<file path="config.mk">
export PLATFORM = sky130hd
export DESIGN_NAME = pipe_hazard_ctrl
export DESIGN_NICKNAME = d
export VERILOG_FILES = /design/src/rtl/pipe_ctrl_pkg.sv /design/src/rtl/pipe_fwd_unit.sv /design/src/rtl/pipe_hazard_ctrl.sv
export SDC_FILE = /design/constraint.sdc
export NUM_CORES = 1
export LEC_CHECK = 0
export CAP_MARGIN = 20
export CORE_MARGIN = 5
export CORE_UTILIZATION = 35
export DETAILED_ROUTE_END_ITERATION = 10
export PLACE_DENSITY = 0.67
export SETUP_SLACK_MARGIN = 0.05
export SLEW_MARGIN = 20
export SYNTH_ARGS = -nofsm -noshare
export SYNTH_HDL_FRONTEND = slang
export SYNTH_SLANG_ARGS = --single-unit
</file>
<file path="constraint.sdc">
create_clock -name clk -period 3.66 [get_ports clk]
set_clock_uncertainty 0.1 [all_clocks]
set_input_delay 1.098 -clock clk [delete_from_list [all_inputs] [get_ports clk]]
set_output_delay 1.098 -clock clk [all_outputs]
set_load 0.005 [all_outputs]
</file>
<file path="src/rtl/pipe_ctrl_pkg.sv">
// Shared types for the pipeline hazard controller: per-stage instruction
// records, forwarding selects and the register-dependency test.
package pipe_ctrl_pkg;

  localparam logic [4:0] XZR_IDX = 5'd31;

  typedef enum logic [1:0] {
    FWD_RF    = 2'b00,
    FWD_EXMEM = 2'b01,
    FWD_MEMWB = 2'b10
  } fwd_sel_t;

  // Source fields are only meaningful in EX; MEM/WB simply carry them along.
  typedef struct packed {
    logic       valid;
    logic [4:0] rd;
    logic       regwrite;
    logic       memread;
    logic       setflags;
    logic       is_mul;
    logic [4:0] rs1;
    logic [4:0] rs2;
    logic       use_rs1;
    logic       use_rs2;
  } stage_rec_t;

  localparam stage_rec_t REC_BUBBLE = '0;

  function automatic logic reg_dep(input stage_rec_t rec,
                                   input logic [4:0] src,
                                   input logic       use_src,
                                   input logic [4:0] xzr = XZR_IDX);
    return rec.valid & rec.regwrite & use_src & (rec.rd == src) & (rec.rd != xzr);
  endfunction

endpackage

</file>
<file path="src/rtl/pipe_fwd_unit.sv">
// EX-stage operand forwarding: pick the youngest producer (MEM over WB)
// of each EX source register.
module pipe_fwd_unit import pipe_ctrl_pkg::*; #(
  parameter logic [4:0] XZR = XZR_IDX
) (
  input  logic [4:0] ex_rs1,
  input  logic [4:0] ex_rs2,
  input  logic       ex_use_rs1,
  input  logic       ex_use_rs2,
  input  stage_rec_t mem_rec,
  input  stage_rec_t wb_rec,
  output fwd_sel_t   fwd_a,
  output fwd_sel_t   fwd_b
);

  function automatic fwd_sel_t pick(input stage_rec_t m, input stage_rec_t w,
                                    input logic [4:0] src, input logic use_src);
    if (reg_dep(m, src, use_src, XZR))      return FWD_EXMEM;
    else if (reg_dep(w, src, use_src, XZR)) return FWD_MEMWB;
    else                                    return FWD_RF;
  endfunction

  always_comb begin
    fwd_a = pick(mem_rec, wb_rec, ex_rs1, ex_use_rs1);
    fwd_b = pick(mem_rec, wb_rec, ex_rs2, ex_use_rs2);
  end

endmodule

</file>
<file path="src/rtl/pipe_hazard_ctrl.sv">
// Central hazard controller for the 5-stage pipeline: shadow scoreboard of
// EX/MEM/WB, stall/flush/redirect generation and forwarding selects.
module pipe_hazard_ctrl import pipe_ctrl_pkg::*; #(
  parameter int         MUL_LAT = 4,
  parameter logic [4:0] XZR     = XZR_IDX
) (
  input  logic       clk,
  input  logic       reset,
  input  logic       id_valid,
  input  logic [4:0] id_rs1,
  input  logic [4:0] id_rs2,
  input  logic       id_use_rs1,
  input  logic       id_use_rs2,
  input  logic [4:0] id_rd,
  input  logic       id_regwrite,
  input  logic       id_memread,
  input  logic       id_setflags,
  input  logic       id_readflags,
  input  logic       id_is_mul,
  input  logic       ex_branch_taken,
  output logic       pc_en,
  output logic       pc_sel_br,
  output logic       ifid_en,
  output logic       ifid_flush,
  output logic       idex_en,
  output logic       idex_flush,
  output logic       exmem_flush,
  output logic [1:0] fwd_a,
  output logic [1:0] fwd_b,
  output logic       mul_busy
);

  localparam logic [2:0] MUL_LOAD = 3'(MUL_LAT - 1);

  stage_rec_t ex_rec, mem_rec, wb_rec, id_rec;
  logic [2:0] mul_cnt, mul_cnt_nxt;
  logic       branch, mul_hold, load_use, flag_use;
  fwd_sel_t   fwd_a_sel, fwd_b_sel;

  // An invalid ID slot is a bubble, so it can never raise a hazard.
  always_comb begin
    id_rec = REC_BUBBLE;
    if (id_valid) begin
      id_rec.valid    = 1'b1;
      id_rec.rd       = id_rd;
      id_rec.regwrite = id_regwrite;
      id_rec.memread  = id_memread;
      id_rec.setflags = id_setflags;
      id_rec.is_mul   = id_is_mul;
      id_rec.rs1      = id_rs1;
      id_rec.rs2      = id_rs2;
      id_rec.use_rs1  = id_use_rs1;
      id_rec.use_rs2  = id_use_rs2;
    end
  end

  always_comb begin
    branch   = ex_branch_taken & ex_rec.valid;
    mul_hold = (mul_cnt != 3'd0);
    load_use = ex_rec.memread &
               (reg_dep(ex_rec, id_rec.rs1, id_rec.use_rs1, XZR) |
                reg_dep(ex_rec, id_rec.rs2, id_rec.use_rs2, XZR));
    flag_use = id_valid & id_readflags & ex_rec.valid & ex_rec.setflags;
  end

  always_comb begin
    pc_en       = 1'b1;
    pc_sel_br   = 1'b0;
    ifid_en     = 1'b1;
    ifid_flush  = 1'b0;
    idex_en     = 1'b1;
    idex_flush  = 1'b0;
    exmem_flush = 1'b0;
    mul_busy    = 1'b0;
    mul_cnt_nxt = mul_cnt;
    if (branch) begin
      pc_sel_br   = 1'b1;
      ifid_flush  = 1'b1;
      idex_flush  = 1'b1;
      mul_cnt_nxt = 3'd0;
    end else if (mul_hold) begin
      pc_en       = 1'b0;
      ifid_en     = 1'b0;
      idex_en     = 1'b0;
      exmem_flush = 1'b1;
      mul_busy    = 1'b1;
      mul_cnt_nxt = mul_cnt - 3'd1;
    end else if (load_use | flag_use) begin
      pc_en      = 1'b0;
      ifid_en    = 1'b0;
      idex_flush = 1'b1;
    end
    // A MUL stalled in ID never reaches this load, so the hold cannot retrigger.
    if (idex_en && !idex_flush && id_rec.valid && id_rec.is_mul)
      mul_cnt_nxt = MUL_LOAD;
  end

  always_ff @(posedge clk or negedge reset) begin
    if (!reset) begin
      ex_rec  <= REC_BUBBLE;
      mem_rec <= REC_BUBBLE;
      wb_rec  <= REC_BUBBLE;
      mul_cnt <= 3'd0;
    end else begin
      wb_rec  <= mem_rec;
      mem_rec <= exmem_flush ? REC_BUBBLE : ex_rec;
      if (idex_flush)   ex_rec <= REC_BUBBLE;
      else if (idex_en) ex_rec <= id_rec;
      mul_cnt <= mul_cnt_nxt;
    end
  end

  pipe_fwd_unit #(.XZR(XZR)) u_fwd (
    .ex_rs1     (ex_rec.rs1),
    .ex_rs2     (ex_rec.rs2),
    .ex_use_rs1 (ex_rec.use_rs1),
    .ex_use_rs2 (ex_rec.use_rs2),
    .mem_rec    (mem_rec),
    .wb_rec     (wb_rec),
    .fwd_a      (fwd_a_sel),
    .fwd_b      (fwd_b_sel)
  );

  assign fwd_a = fwd_a_sel;
  assign fwd_b = fwd_b_sel;

endmodule

</file>
### Word level (Yosys, flattened, before mapping)

Index checks and enable logic that the tools add are counted.

* register bits: 39
* bits of input ports: 26
* output and inout bits: 12
* word-level logic and storage cells: 84

* add/sub/neg operators: 1
* equal/unequal tests: 9
* muxes and demuxes: 22
* bitwise gates (word level): 28
* reduce and logical (&&, ||, !) cells: 7

Operators by type and width (count)
* 22-bit two-way mux: 4
* 5-bit == test: 6
* 1-bit bitwise AND: 26
* 5-bit inequality test, second input constant: 3
* 1-bit two-way mux: 11
* 3-bit two-way mux: 3
* 2-bit two-way mux: 4
* 3-bit nonzero test: 2
* 1-bit logical AND: 3
* 3-bit by 1-bit subtractor with 3-bit output, second input constant: 1
* 1-bit bitwise OR: 2
* 2-bit nonzero test: 1
* 1-bit logical NOT: 1

### Logic depth before layout (Yosys ltp)

* word-level depth: 15
* mapped depth: 8
* mapped depth without buffers: 7

### By module

Synthesis repeated with hierarchy kept, for this count alone.

* cells, all modules: 267
* area total of the unflattened synthesis: 2966.6 sq um

Modules (own cells, without submodules)
* pipe_hazard_ctrl: instances 1, cells each 229, area each 2682.6 sq um, seq. area each 1726.7 sq um
* pipe_fwd_unit: instances 1, cells each 38, area each 284.0 sq um, seq. area each 0.0 sq um

### Worst setup path before layout

No wires, ideal clock.

* path type: input port to output port
* start: input id_valid
* end: output pc_en
* arrival time: 2409 ps
* setup slack: 53 ps
* stages: 7
* buffers on the path: 3
* cells stage by stage: clkbuf_1 -> o21ai_0 -> a22o_1 -> a32o_2 -> buf_2 -> o21ai_1 -> buf_4

* longest elaborated chain between the ends: 10
* elaborated cells between the ends (all ways): 18

Ends and longest elaborated chain
* from (decl): line pipe_hazard_ctrl.sv:9 `input logic id_valid,`
* 22-bit two-way mux: line pipe_hazard_ctrl.sv:43 `if (id_valid) begin`
* 5-bit == test or 1-bit bitwise AND (tied branches): line pipe_ctrl_pkg.sv:33 `return rec.valid & rec.regwrite & use_src & (rec.rd == src) & (rec.rd != xzr);`
* 1-bit bitwise AND (2 in a row): line pipe_ctrl_pkg.sv:33
* 1-bit bitwise OR: line pipe_hazard_ctrl.sv:61 `(reg_dep(ex_rec, id_rec.rs1, id_rec.use_rs1, XZR) |`
* 1-bit bitwise AND: line pipe_hazard_ctrl.sv:60 `load_use = ex_rec.memread &`
* 1-bit bitwise OR *: line pipe_hazard_ctrl.sv:88 `end else if (load_use | flag_use) begin`
* 1-bit two-way mux * (3 in a row)
* to (decl): line pipe_hazard_ctrl.sv:21 `output logic pc_en,`

Mark *: on every way between the ends. The rest lies on a longest branch, timed or not.

### Final worst setup path

* start: input id_rs2[3]
* end: output idex_flush

* longest elaborated chain between the ends: 10

Ends and longest elaborated chain
* from (decl): line pipe_hazard_ctrl.sv:11 `input logic [4:0] id_rs2,`
* 22-bit two-way mux: line pipe_hazard_ctrl.sv:43
* 5-bit == test: line pipe_ctrl_pkg.sv:33
* 1-bit bitwise AND (2 in a row): line pipe_ctrl_pkg.sv:33
* 1-bit bitwise OR: line pipe_hazard_ctrl.sv:61
* 1-bit bitwise AND: line pipe_hazard_ctrl.sv:60
* 1-bit bitwise OR: line pipe_hazard_ctrl.sv:88
* 1-bit two-way mux: line pipe_hazard_ctrl.sv:88
* 1-bit two-way mux: line pipe_hazard_ctrl.sv:81 `end else if (mul_hold) begin`
* 1-bit two-way mux: line pipe_hazard_ctrl.sv:76 `if (branch) begin`
* to (decl): line pipe_hazard_ctrl.sv:26 `output logic idex_flush,`

Every way passes these cells.

==> summary.md <==
| Metric | Value |
|---|---|
| H-tree depth | `2` |
| Root Driver | `clkbuf_8` |
| DP Worst Slack | `-0.693 ns` |
| Pin count of the biggest net entering global routing | `39` |
| WL/cell | `about 15 µm` |
| Syn Std Cell Area | `between 2000 and 2500 µm²` |
| Worst r2r src | `ex_rec[19]` |
| Crit Path Class | `in -> out` |
| Synth Instances | `215` |
| WL final | `between 5000 and 6000 µm` |
| Antenna Nets Post-Route | `0` |
| Placer's final routability congestion estimate | `0.883` |
| Slew HR | `45.1%` |
| Met2 Track Usage GR | `around a quarter` |
| Core area | `~5500 µm²` |
| Number of global-route vias before repair | `1771` |
| Distinct cell type count after synthesis | `33` |
| Antenna cells | `0` |
| Hold Path Sink | `wb_rec[21]` |
| Post-layout nets | `just under 300` |
| Max Freq | `between 200 and 300 MHz` |
| Reg2reg path depth | `8` |
| Fraction of layout cells with a size suffix above 1 | `roughly 18%` |
| CP endpoint kind | `output pin` |
| Via density | `approximately 5` |
| Final worst-path cycle share | `96.8%` |
| Status | `completed` |
| Reg2reg end | `ex_rec[3]` |
| CP startpoint | `id_rs2[3]` |
| Met1 GRT Util | `a little under a fifth` |
| Fin. max-slew vios | `0` |
| Port buffer count | `37` |
| First-pass GRT wire length | `8390 µm` |
| Pwr Density | `approximately 630 nW/µm²` |
| Cts hold-fix bufs | `0` |
| Clk_lat worst skew | `0.29 ns` |
| Max Cap Viol | `0` |
| Yosys reg bits | `38` |
| RSZ-0062 raised after global routing | `no` |
| Peak VDD IR | `roughly 0.34 mV` |
| Placed Instance Area | `around 2500 µm²` |
| Initial antenna violation count | `0` |
| CP dominant cell by count | `buf_2` |
| Data required time of the worst path | `approximately 2.5 ns` |
| DP HPWL | `roughly 3700 µm` |
| Worst hold stages | `0` |
| Placed cells | `between 300 and 400` |
| Lkg Pwr | `1.32 nW` |
| Final Power | `1.68 mW` |
| Crit path max-delay family | `compound AO/OA/AOI/OAI gates` |
| Min-delay src | `mem_rec[21]` |
| Global route total overflow | `0` |
| Syn_nets | `about 240` |
| Die outline height | `about 86 µm` |
| Fin cells | `between 300 and 400` |
| CTS tree | `built` |
| Number of DRC markers in iteration 0 | `between 90 and 100` |
| Setup slack after layout | `roughly 0.12 ns` |
| CP Data Arrival Time | `2.35 ns` |
| Clock-pin transition on the worst setup and hold timing paths | `roughly 0.070 ns` |
| Syn. warnings | `0` |
| Avg Inst Size Synth | `between 9 and 10 µm²` |
| Slowest CP cell | `a32o_2` |
| Worst setup SP type | `input pin` |
| DR vias | `~1700` |
| GR peak layer | `met2` |
| Max incr delay on CP | `approximately 0.25 ns` |
| Final hold vios | `0` |
| TritonCTS Buffers | `5` |
| Actual slew at the worst max-slew pin | `about 0.82 ns` |
| GR Layer Usage met3 | `approximately 2.8%` |
| Residual DRC | `0` |
| Rows | `27` |
| CTS sink count | `38` |
| GRT Util Overall | `14.2%` |
| Worst-path cell chain | `buf_2, nor4bb_1, a31o_1, a22o_1, a32o_2, o21a_1, buf_2` |
| IO Pins | `38` |
| FF-to-FF setup slack | `around 1.6 ns` |
| Final setup viols | `0` |
| Initial Util | `36.2%` |
| Worst hold path class | `reg -> reg` |
| Sequential area share after synthesis | `between 40% and 50%` |
| Final Cell Area | `2670 µm²` |
| Synth-to-Final Area Change | `33.1%` |
| Crit path buf inv count | `2` |
| Max FO, Critical Path | `4` |
| Die area | `between 7000 and 8000 µm²` |
| Minimum period implied by the final worst setup slack | `3.54 ns` |
| Pre-Repair DR Iteration Count | `4` |
| Clk buf depth | `2` |
| Die Width | `85.7 µm` |
[power by group]
group / switching, mW / internal (mW)
logic: 0.342 / 0.329
registers: 0.118 / 0.533
clock network: 0.154 / 0.203
[how the worst max path moves through the flow]
stage,end,slack (ns),depth (start not counted)
detailed placement,pc_en,-0.69,7
global placement,pc_en,-0.67,7
CTS,pc_en,0.03,7
finish,idex_flush,0.12,7
global route,idex_flush,0.05,7
floorplan,pc_en,0.05,7
[sequential cells by signal, summed over array words and instances, names as in the netlist]
register and cells:
wb_rec 7, ex_rec 21, mul_cnt 3, mem_rec 7
[layer usage]
metal	vias to the layer above	wire, µm	part of all wire [%]
met5	-	0	0
met4	0	127	2.5
met3	11	222	4.4
met2	44	2450	48
met1	818	2270	45
li1	848	-	-
[layout by cell type (no fill, tap or decap), types with 3 or more instances in the layout]
master and instances:
a31oi_1 3, and2_1 7, and3_1 4, buf_2 4, buf_4 23, clkbuf_8 5, clkdlybuf4s50_1 17, dfrtp_1 38
dlygate4sd2_1 10, dlymetal6s2s_1 3, inv_1 3, nand2_1 26, nand3_1 5, nand4_1 23, nor2_1 7, nor4_1 4
o21ai_0 3, o21ai_1 21, xnor2_1 9, xor2_1 20
[layout make-up]
type	instances	area, µm²
inverters	5	18.8
clock inverters	3	45.0
well taps	72	90.1
multi-input cells	154	983
clock buffers	5	68.8
fillers	547	2870
repair buffers	60	515
flip-flops and latches	38	951
[timing repair]
| item | 4_1_cts | 5_1_grt |
|---|---|---|
| gates resized for setup | 33 | 9 |
| setup buffers | 2 | 1 |
| pin swaps | 7 | 2 |
| setup endpoints to repair | 6 | 8 |
[cells by family after synthesis]
kind of cell / share of synthesized area [%]
buffers and inverters: 5.30
AO/OA/AOI/OAI: 10.3
AND/OR/NAND/NOR: 22.7
flip-flops: 47.4
adder cells (fa/ha/maj): 1.25
XOR/XNOR: 13.1
[Yosys cell counts]
cell	instances	area share, %
dfrtp_1	38	47
nand2_1	28	5.2
nand4_1	23	7.2
o21ai_1	22	5.5
xor2_1	21	9.2
clkbuf_1	10	1.9
xnor2_1	9	3.9
and2_1	7	2.2
nor2_1	7	1.3
nand3_1	5	1.2
and3_1	4	1.2
buf_2	4	1.0
buf_4	4	1.5
inv_1	4	0.75
nor4_1	4	1.2
a31oi_1	3	0.93
o21ai_0	3	0.75
and4_1	2	0.87
ha_1	2	1.2
o22ai_1	2	0.62
a21oi_1	1	0.25
a22o_1	1	0.44
a31o_1	1	0.44
a32o_2	1	0.56
inv_2	1	0.19
nand2b_1	1	0.31
nand4b_1	1	0.44
nor2b_1	1	0.31
nor3_1	1	0.25
nor4b_1	1	0.44
nor4bb_1	1	0.50
o21a_1	1	0.37
o221ai_1	1	0.44
[through the flow]
stage / hold WS (ns) / utilization [%] / TNS, ns
finish: 0.276 / 48.2 / 0
global route: 0.294 / 48.2 / 0
CTS: 0.278 / 48.0 / 0
detailed placement: 0.261 / 45.6 / -2.03
global placement: 0.259 / 45.6 / -1.97
floorplan: 0.254 / - / 0
Note: power is estimated with default switching activity, not from simulation.
